--- src/rtl/bcd_timer_display.sv ---
// Stopwatch / reaction-timer core: packed-BCD elapsed-tick counter with
// start/stop/clear control, overflow handling and a multiplexed 7-segment scan.
module bcd_timer_display #(
  parameter int DIGITS      = 2,
  parameter int TICK_DIV    = 2_000_000,
  parameter int REFRESH_DIV = 4,
  parameter int WRAP        = 0,
  parameter int LZ_BLANK    = 1
) (
  input  logic                  clk,
  input  logic                  reset,
  input  logic                  start,
  input  logic                  stop,
  input  logic                  clear,
  input  logic                  hold,
  input  logic                  blank,
  output logic [6:0]            seg,
  output logic [DIGITS-1:0]     dig_sel,
  output logic                  running,
  output logic                  ovf,
  output logic [4*DIGITS-1:0]   count
);

  localparam int TW = $clog2(TICK_DIV);
  localparam int RW = (REFRESH_DIV > 1) ? $clog2(REFRESH_DIV) : 1;
  localparam int SW = (DIGITS > 1) ? $clog2(DIGITS) : 1;

  typedef enum logic [1:0] {IDLE = 2'd0, RUN = 2'd1, SAT = 2'd2} state_t;

  state_t              state_q, state_d;
  logic [TW-1:0]       tick_q, tick_d;
  logic [4*DIGITS-1:0] count_q, count_d, inc_s, disp_q;
  logic                ovf_q, ovf_d, all9_s, tick_s;
  logic [RW-1:0]       ref_q;
  logic [SW-1:0]       scan_q;
  logic [6:0]          seg_q, seg_d;
  logic [DIGITS-1:0]   dig_sel_q, dig_sel_d, shown_s;

  function automatic logic [6:0] seg7(input logic [3:0] d);
    case (d)
      4'd0:    seg7 = 7'b0111111;
      4'd1:    seg7 = 7'b0000110;
      4'd2:    seg7 = 7'b1011011;
      4'd3:    seg7 = 7'b1001111;
      4'd4:    seg7 = 7'b1100110;
      4'd5:    seg7 = 7'b1101101;
      4'd6:    seg7 = 7'b1111101;
      4'd7:    seg7 = 7'b0000111;
      4'd8:    seg7 = 7'b1111111;
      4'd9:    seg7 = 7'b1101111;
      default: seg7 = 7'b0000000;
    endcase
  endfunction

  // Ripple-carry BCD increment; a carry out of the top digit means all-9s.
  always_comb begin
    logic carry;
    inc_s = count_q;
    carry = 1'b1;
    for (int i = 0; i < DIGITS; i++) begin
      if (carry) begin
        if (count_q[4*i +: 4] == 4'd9) begin
          inc_s[4*i +: 4] = 4'd0;
        end else begin
          inc_s[4*i +: 4] = count_q[4*i +: 4] + 4'd1;
          carry = 1'b0;
        end
      end else begin
        inc_s[4*i +: 4] = count_q[4*i +: 4];
      end
    end
    all9_s = carry;
  end

  // Next-state logic; clear is applied last so it overrides any tick effect.
  always_comb begin
    tick_s  = (state_q == RUN) && (tick_q == TW'(TICK_DIV - 1)) && !stop && !clear;
    state_d = state_q;
    tick_d  = tick_q;
    count_d = count_q;
    ovf_d   = (WRAP != 0) ? 1'b0 : ovf_q;
    case (state_q)
      IDLE: begin
        if (start && !stop && !clear) begin
          state_d = RUN;
          tick_d  = '0;
        end else begin
          state_d = IDLE;
        end
      end
      RUN: begin
        if (stop) begin
          state_d = IDLE;
        end else if (tick_s) begin
          tick_d = '0;
          if (all9_s) begin
            ovf_d = 1'b1;
            if (WRAP != 0) count_d = '0;
            else           state_d = SAT;
          end else begin
            count_d = inc_s;
          end
        end else if (!clear) begin
          tick_d = tick_q + TW'(1);
        end else begin
          tick_d = '0;
        end
      end
      SAT: begin
        if (clear) state_d = IDLE;
        else       state_d = SAT;
      end
      default: state_d = IDLE;
    endcase
    if (clear) begin
      count_d = '0;
      tick_d  = '0;
      ovf_d   = 1'b0;
    end else begin
      ovf_d = ovf_d;
    end
  end

  // Control state, tick phase, count and overflow registers.
  always_ff @(posedge clk or posedge reset) begin
    if (reset) begin
      state_q <= IDLE;
      tick_q  <= '0;
      count_q <= '0;
      ovf_q   <= 1'b0;
    end else begin
      state_q <= state_d;
      tick_q  <= tick_d;
      count_q <= count_d;
      ovf_q   <= ovf_d;
    end
  end

  // Display latch and free-running digit scan.
  always_ff @(posedge clk or posedge reset) begin
    if (reset) begin
      disp_q <= '0;
      ref_q  <= '0;
      scan_q <= '0;
    end else begin
      if (!hold) disp_q <= count_q;
      if (ref_q == RW'(REFRESH_DIV - 1)) begin
        ref_q  <= '0;
        scan_q <= (scan_q == SW'(DIGITS - 1)) ? '0 : scan_q + SW'(1);
      end else begin
        ref_q <= ref_q + RW'(1);
      end
    end
  end

  // A digit is shown if it or any more-significant latched digit is non-zero.
  always_comb begin
    logic above;
    above   = 1'b0;
    shown_s = '0;
    for (int k = DIGITS - 1; k >= 0; k--) begin
      above      = above | (disp_q[4*k +: 4] != 4'd0);
      shown_s[k] = above || (k == 0) || (LZ_BLANK == 0);
    end
  end

  // Segment and digit-select values for the digit currently indexed.
  always_comb begin
    dig_sel_d = DIGITS'(1) << scan_q;
    if (blank || !shown_s[scan_q]) seg_d = 7'b0000000;
    else                           seg_d = seg7(disp_q[4*int'(scan_q) +: 4]);
  end

  // Output registers so seg and dig_sel change on the same edge.
  always_ff @(posedge clk or posedge reset) begin
    if (reset) begin
      seg_q     <= 7'b0000000;
      dig_sel_q <= DIGITS'(1);
    end else begin
      seg_q     <= seg_d;
      dig_sel_q <= dig_sel_d;
    end
  end

  assign seg     = seg_q;
  assign dig_sel = dig_sel_q;
  assign running = (state_q == RUN);
  assign ovf     = ovf_q;
  assign count   = count_q;

endmodule

--- config.mk ---
export PLATFORM = sky130hd
export DESIGN_NAME = bcd_timer_display
export DESIGN_NICKNAME = d
export VERILOG_FILES = /design/src/rtl/bcd_timer_display.sv
export SDC_FILE = /design/constraint.sdc
export NUM_CORES = 1
export LEC_CHECK = 0
export CAP_MARGIN = 10
export CORE_ASPECT_RATIO = 0.7
export CORE_MARGIN = 2
export CORE_UTILIZATION = 57
export DETAILED_ROUTE_END_ITERATION = 12
export GPL_TIMING_DRIVEN = 1
export MAX_ROUTING_LAYER = met4
export PLACE_DENSITY = 0.81
export RECOVER_POWER = 25
export SLEW_MARGIN = 20
export SYNTH_ARGS = -nofsm -noshare
export SYNTH_HDL_FRONTEND = slang
export SYNTH_SLANG_ARGS = --single-unit
--- constraint.sdc ---
create_clock -name clk -period 3 [get_ports clk]
set_input_delay 0.3 -clock clk [delete_from_list [all_inputs] [get_ports clk]]
set_output_delay 0.3 -clock clk [all_outputs]
set_load 0.01 [all_outputs]
==> key figures, run 1 <==
Clock tree
  – CTS tree: yes
  – H-tree depth: 2
  – CTS root buf: clkbuf_8
  – Post-cts sizing count: 0
  – Worst-path clk slew: 90 ps
  – CTS Hold Bufs: 0
  – Worst-Skew Late Latency: roughly 300 ps
  – CTS Sinks: 52
  – Total CTS buffers: 5
  – CTS Buffer Depth: 2
  – Setup bufs post-CTS: 0

Setup path
  – CP max stage delay: 580 ps
  – Type of origin of the critical path: flip-flop
  – R2r worst-path depth: 5
  – Crit path capture type: flip-flop
  – Setup CP Type: reg -> reg
  – Worst Path Required: 3230 ps
  – Worst-path cell chain: or2_4 -> or4_4 -> or2_1 -> or4_1 -> a21oi_1
  – Crit-path slowest cell: or4_4
  – Worst EP arrival: about 2500 ps
  – Worst-path fanout max: 9

Yosys
  – Simple-gate share of the synthesized area: 0.2230
  – Synth Area in Compound Gates: 0.1009
  – Post-synthesis sequential area ratio: 0.4929
  – Synth Flop Type: dfrtp_1
  – Largest family of logic cells by synthesized area: simple AND/OR/NAND/NOR gates
  – Netlist Area Pre-Place: roughly 0.0026 mm^2
  – Post-synth EDFFs: 0
  – Netlist cell types: 44
  – Synth Area in XOR/XNOR: 0.04972
  – Mux share of post-synthesis cell area: 0.05256
  – Fraction of registers with async set/reset: 1.000
  – Cells after Synth: 271
  – FF+latch count, synth: 52
  – Net Count, Synth: ~290
  – Syn_area_per_cell: 9.751 um^2
  – Synth Area in Adders: 0.04735
  – Yosys warning count: 0

Detailed routing
  – DRT iter0 DRCs: 140
  – Via count: 2,087
  – Via-to-Cell Ratio: 5.862
  – Total routed wirelength: 5560 um
  – Drt wl/cell: 15.62 um
  – Antenna Nets Post-Route: 0
  – DRC violations left: 0
  – 1st-pass router iterations: 4

Die
  – Die H: 60.97 um
  – Die Width: around 85 um
  – Std-Cell Rows: 20
  – Io pins: 26
  – Core area: approximately 0.0044 mm^2
  – Starting density of the core: 0.6000
  – DIE AREA: roughly 0.0052 mm^2

Timing
  – Final hold violation count: 0
  – Tcrit/Tclk final: 0.7507
  – Clk_skew: around 1.9 ps
  – Worst-Margin Slew: 936.0 ps
  – Min cycle time layout: ~2300 ps
  – Unrepaired setup endpoints after global routing: no
  – Worst setup margin: 747.8 ps
  – Setup-failing EPs final: 0
  – Rel. slew slack: 0.3753
  – Final TNS setup: 0 ps
  – Max Clk Rate: 444.0 MHz
  – Slew Limit Fails: 0

Power and ir drop
  – NetSw: 0.2716 mW
  – Pwr/cell area: around 390 mW/mm^2
  – Static leakage power: about 1.3 nW
  – Internal power: 0.9256 mW
  – Comb pwr share: 0.066
  – Sequential power share: 0.593
  – Sw Ratio: 0.2268
  – Clk network pwr share: 0.341
  – Peak VDD IR: 0.2693 mV

Place
  – IO Port Bufs: 25
  – Dpl hpwl: around 4100 um
  – Dpl ws: 445.5 ps
  – Gpl congestion: 0.8358

Global routing
  – Total track usage: 0.2530
  – Initial antenna violation count: 0
  – First-pass GRT wire length: 9591 um
  – Vias in the first global route: roughly 1,900
  – Total grt overflow: 0
  – Pin count of the biggest net entering global routing: 26

Run
  – Max Cap Viol: 0

Hold path
  – Hold depth: 1
  – Hold Path Class: reg -> reg

Run status
  – Status: finished clean

Cells and area
  – Most common cell after layout, fill and taps aside: dfrtp_1
  – Layout cells sized above 1: 0.09302
  – Commonest non-fill, non-tap cells in the layout: 51 x dfrtp_1, 27 x nor2_1, 23 x clkdlybuf4s50_1
  – Post-layout nets: 317
  – Area grow syn2layout: 15.96%
  – Ant diodes: 0
[through the flow]
stage                     total power, mW  cell area [um^2]  instances    util  hold WS (ps)
after detailed placement           0.8043              2974        348  0.6753         450.9
after global placement             0.8022              2974        348  0.6753         417.9
after CTS                           1.206              3064        356  0.6957         352.6
after floorplan                    0.7669              2643        271       -         351.9
after global routing                1.242              3064        356  0.6957         483.9
final                               1.197              3064        356  0.6957         460.6
[cell usage after synthesis (2+ instances only)]
master / instances / area [um^2]
dfrtp_1: 51 / 1276
nor2_1: 27 / 101.4
nand2_1: 20 / 75.07
a21oi_1: 17 / 85.08
o21ai_0: 16 / 80.08
inv_1: 13 / 48.80
xnor2_1: 13 / 113.9
nand3_1: 12 / 60.06
ha_1: 10 / 125.1
clkbuf_1: 8 / 30.03
nor4_1: 8 / 50.05
mux2_2: 7 / 78.83
nand4_1: 7 / 43.79
nor3_1: 7 / 35.03
mux2i_1: 6 / 60.06
or3_1: 5 / 31.28
or4_1: 5 / 37.54
a31oi_1: 3 / 18.77
or2_2: 3 / 18.77
a21o_1: 2 / 15.01
a22o_1: 2 / 17.52
and2_1: 2 / 12.51
and4_1: 2 / 17.52
nor4b_1: 2 / 17.52
o31ai_1: 2 / 15.01
or2_1: 2 / 12.51
xor2_1: 2 / 17.52
[layer usage]
layer	part of all wire	track usage	up-vias	routed length [um]
met5	0	-	-	0
met2	0.45	0.3672	60	2485
met4	0.011	0.08617	0	63
li1	-	-	1014	-
met3	0.052	0.04082	7	291
met1	0.49	0.3650	1006	2720
[sequential cells by signal, summed over array words and instances (netlist names)]
register  cells
tick_q       21
state_q       2
seg           7
scan_q        1
count         8
ovf           1
dig_sel       2
ref_q         2
disp_q        8
[cells by family after synthesis]
kind of cell               count (synthesis)
adders and majority gates                 10
and+or+nand+nor                          111
AOI/OAI and AO/OA                         47
buffers and inverters                     23
muxes                                     13
DFF                                       52
xor gates and xnor gates                  15
[area by class of cell]
type	instances	area, um^2
flip-flops and latches	52	1303
repair buffers	32	302.8
fillers	337	1340
multi-input cells	196	1251
well taps	55	68.82
clock buffers	8	90.09
inverters	13	48.80
[power groups by stage]
| stage | clock network [mW] | logic (mW) | registers (mW) |
|---|---|---|---|
| floorplan | 0 | 0.0415 | 0.725 |
| global placement | 0 | 0.0790 | 0.723 |
| detailed placement | 0 | 0.0806 | 0.724 |
| CTS | 0.415 | 0.0809 | 0.710 |
| global route | 0.444 | 0.0876 | 0.711 |
| finish | 0.408 | 0.0792 | 0.710 |
[worst max-delay path, delay by kind of cell (launching register included)]
kind	cells	cell delay, ps
flops	1	400
simple gates	4	1620
compound gates	1	160
[final timing paths]
kind	from	end	slack (ps)
worst min-delay path	ref_q[0]	ref_q[0]	460
worst min register to register	ref_q[0]	ref_q[0]	460
worst max register to register	state_q[1]	count[2]	750
min in group asynchronous	reset	tick_q[13]	630
worst max-delay path	state_q[1]	count[2]	750
max in group asynchronous	reset	count[1]	1600
No activity file was read; power rests on OpenSTA's default activity.
==> inputs of run 2 (changes only) <==
--- a/config.mk
+++ b/config.mk
@@ -8,11 +8,11 @@
 export CAP_MARGIN = 10
 export CORE_ASPECT_RATIO = 0.7
 export CORE_MARGIN = 2
-export CORE_UTILIZATION = 57
+export CORE_UTILIZATION = 51
 export DETAILED_ROUTE_END_ITERATION = 12
 export GPL_TIMING_DRIVEN = 1
 export MAX_ROUTING_LAYER = met4
-export PLACE_DENSITY = 0.81
+export PLACE_DENSITY = 0.76
 export RECOVER_POWER = 25
 export SLEW_MARGIN = 20
 export SYNTH_ARGS = -nofsm -noshare
==> constraint.sdc (replaced) <==
create_clock -name clk -period 2 [get_ports clk]
set_input_delay 0.2 -clock clk [delete_from_list [all_inputs] [get_ports clk]]
set_output_delay 0.2 -clock clk [all_outputs]
set_load 0.01 [all_outputs]
==> run 2 against run 1 <==
  * The run now ends with setup timing left
  * Utilization increased by 3.6 points
  * Worst setup slack worse by 930 ps
  * Maximum frequency is 3.2% higher
  * Clock power increased by 140%
  * Critical path depth is the same
  * Combinational power up 94%
  * Global-route usage fell by 0.34 points
  * Design area grew 17%
  * Largest power group unchanged
  * Highest routed layer unchanged
==> key figures, run 2 (same netlist as run 1, synthesis figures left out) <==
Hold path
  – Hold depth: 1 (unchanged)
  – Hold Path Class: reg -> reg

Timing
  – Min cycle time layout: 2182 ps (-70.45 ps)
  – Max Clk Rate: 458.4 MHz (+3.2%)
  – Slew Limit Fails: 0 (unchanged)
  – Worst setup margin: -181.7 ps (-929.6 ps)
  – Rel. slew slack: 0.1740 (-0.2013)
  – Final hold violation count: 0 (unchanged)
  – Worst-Margin Slew: 1239 ps (+302.9 ps)
  – Clk_skew: 3.160 ps (+1.309 ps)
  – Worst Hold Slack: 432.0 ps (-28.59 ps)
  – Unrepaired setup endpoints after global routing: yes
  – Setup-failing EPs final: 10 (+10)
  – Tcrit/Tclk final: 1.091 (+0.3401)

Setup path
  – CP dominant cell by count: or4_4
  – Cell depth of the worst setup path: 5 (unchanged)
  – Critical path's top delay family: simple AND/OR/NAND/NOR gates
  – CP max stage delay: 570 ps (about the same)
  – Critical path buffer and inverter count: 0 (unchanged)
  – Type of origin of the critical path: flip-flop
  – Worst-path fanout max: 5 (-4)
  – Setup CP Type: reg -> reg
  – Crit path capture type: flip-flop
  – Worst EP arrival: 2420 ps (-70 ps)
  – R2r worst-path depth: 5 (unchanged)
  – Worst-path cell chain: or2_4 -> or4_4 -> or4_4 -> or3_1 -> a21oi_1
  – Crit-path slowest cell: or4_4
  – Worst Path Required: 2240 ps (-990 ps)

Clock tree
  – CTS Sinks: 52 (unchanged)
  – H-tree depth: 2 (unchanged)
  – CTS Buffer Depth: 2 (unchanged)
  – CTS tree: yes
  – Worst-Skew Late Latency: 310 ps (about the same)
  – Worst-path clk slew: 90 ps (about the same)
  – CTS Hold Bufs: 0 (unchanged)
  – CTS root buf: clkbuf_8
  – Total CTS buffers: 5 (unchanged)

Power and ir drop
  – Pwr/cell area: 615.0 mW/mm^2 (+57%)
  – Comb pwr share: 0.070 (+0.004)
  – Peak VDD IR: 0.4522 mV (+68%)
  – Internal power: 1.755 mW (+90%)
  – Clk network pwr share: 0.447 (+0.106)
  – NetSw: 0.4451 mW (+64%)
  – Static leakage power: 1.585 nW (+22%)
  – Sw Ratio: 0.2023 (-0.02455)
  – Sequential power share: 0.483 (-0.110)
  – Pwr Total: 2.200 mW (+84%)

Global routing
  – Pin count of the biggest net entering global routing: 53 (+100%)
  – Total track usage: 0.2497 (-0.003372)
  – Initial antenna violation count: 0 (unchanged)
  – Vias in the first global route: 2,263 (+18%)
  – Total grt overflow: 0 (unchanged)
  – First-pass GRT wire length: 11,060 um (+15%)

Place
  – Gpl congestion: 0.8581 (+2.7%)
  – Dpl hpwl: 4321 um (+4.4%)
  – Dpl ws: -428.0 ps (-873.6 ps)
  – IO Port Bufs: 25 (unchanged)
  – Placed instance count: 404 (+16%)

Run status
  – Failing checks: setup timing
  – Status: finished, violations left

Detailed routing
  – Via count: 2,319 (+11%)
  – Total routed wirelength: 6645 um (+20%)
  – 1st-pass router iterations: 5 (+1)
  – Metal2 WL: 3082 um (+24%)
  – Drt wl/cell: 16.01 um (+2.5%)
  – Met3 wire len: 387 um (+33%)
  – Top layer in use: met4
  – WL met1: 3141 um (+15%)
  – Antenna Nets Post-Route: 0 (unchanged)
  – DRC violations left: 0 (unchanged)
  – Via-to-Cell Ratio: 5.588 (-4.7%)
  – DRT iter0 DRCs: 221 (+58%)

Cells and area
  – Area grow syn2layout: 35.37%
  – Commonest non-fill, non-tap cells in the layout: 51 x dfrtp_1, 49 x buf_4, 26 x nor2_1
  – Most common cell after layout, fill and taps aside: dfrtp_1
  – Biggest register: tick_q
  – Max FFs per register: 21 (unchanged)
  – Layout cells sized above 1: 0.2543 (+0.1613)
  – Post-layout nets: 362 (+14%)
  – Post-Layout Cell Count: 415 (+17%)
  – Finished Core Util: 0.7320 (+0.03621)
  – FILL cells: 374 (+11%)
  – Ant diodes: 0 (unchanged)

Die
  – DIE AREA: 0.005783 mm^2 (+11%)
  – Starting density of the core: 0.5407 (-0.05929)
  – Io pins: 26 (unchanged)
  – Die H: 64.23 um (+5.3%)
  – Die Width: 90.04 um (+5.5%)
  – Core area: 0.004887 mm^2 (+11%)
  – Std-Cell Rows: 21 (+5.0%)

Run
  – Max Cap Viol: 0 (unchanged)
==> run 2: cell count changes in the layout (fill, tap and decap cells not counted), sizes merged <==
cell           previous run  this run
dlygate4sd3               2         1
clkdlybuf4s50            23        24
clkbuf                    8         6
buf                       7        51
inv                      13        12
bufinv                    0         3
clkinv                    0         1
==> run 2: layout make-up <==
cell class | instances | area, um^2 | area share
Clock buffer | 5 | 68.82 | 0.01924
Multi-Input combinational cell | 196 | 1335 | 0.3732
Clock inverter | 3 | 90.09 | 0.02518
Timing Repair Buffer | 77 | 645.6 | 0.1805
Tap cell | 69 | 86.33 | 0.02413
Inverter | 13 | 48.80 | 0.01364
Sequential cell | 52 | 1303 | 0.3641
==> run 2: worst paths after layout <==
check                      slack [ps]   endpoint        from
hold / removal                    430   ref_q[0]    ref_q[0]
setup reg to reg                 -180   count[6]  state_q[1]
setup / recovery                 -180   count[6]  state_q[1]
hold reg to reg                   430   ref_q[0]    ref_q[0]
max in group asynchronous         530   count[0]       reset
min in group asynchronous         730  tick_q[5]       reset
==> run 2: worst reg2reg max path: cells and delay by family (launching register included) <==
family / cells / cell delay, ps
AO/OA/AOI/OAI: 1 / 130
AND/OR/NAND/NOR: 4 / 1580
flip-flops: 1 / 410
==> run 2: metrics by stage <==
| stage | cell area [um^2] | setup TNS [ps] |
|---|---|---|
| after floorplan | 2646 | -122.8 |
| after global placement | 3319 | -6651 |
| after detailed placement | 3319 | -7593 |
| after CTS | 3525 | -418.0 |
| after global routing | 3577 | -1686 |
| final | 3577 | -740.6 |
==> run 2: power by group through the flow <==
stage	combinational (mW)	sequential, mW	clock (mW)
3_5_place_dp	0.147	1.08	0
3_3_place_gp	0.145	1.08	0
5_1_grt	0.169	1.06	1.04
6_report	0.154	1.06	0.983
2_1_floorplan	0.0636	1.09	0
4_1_cts	0.151	1.06	0.988
==> run 2: repair_timing <==
item,4_1_cts,5_1_grt
gates cloned,1,0
setup buffers,1,1
gates resized for setup,8,12
endpoints found under the setup margin,22,25
hold endpoints to repair,0,0
pin swaps,2,3
==> run 2: metal layers <==
metal	up-vias	GRT usage
met3	4	0.04363
met2	76	0.3741
li1	1108	-
met1	1131	0.3552
met4	0	0.06538
met5	-	-
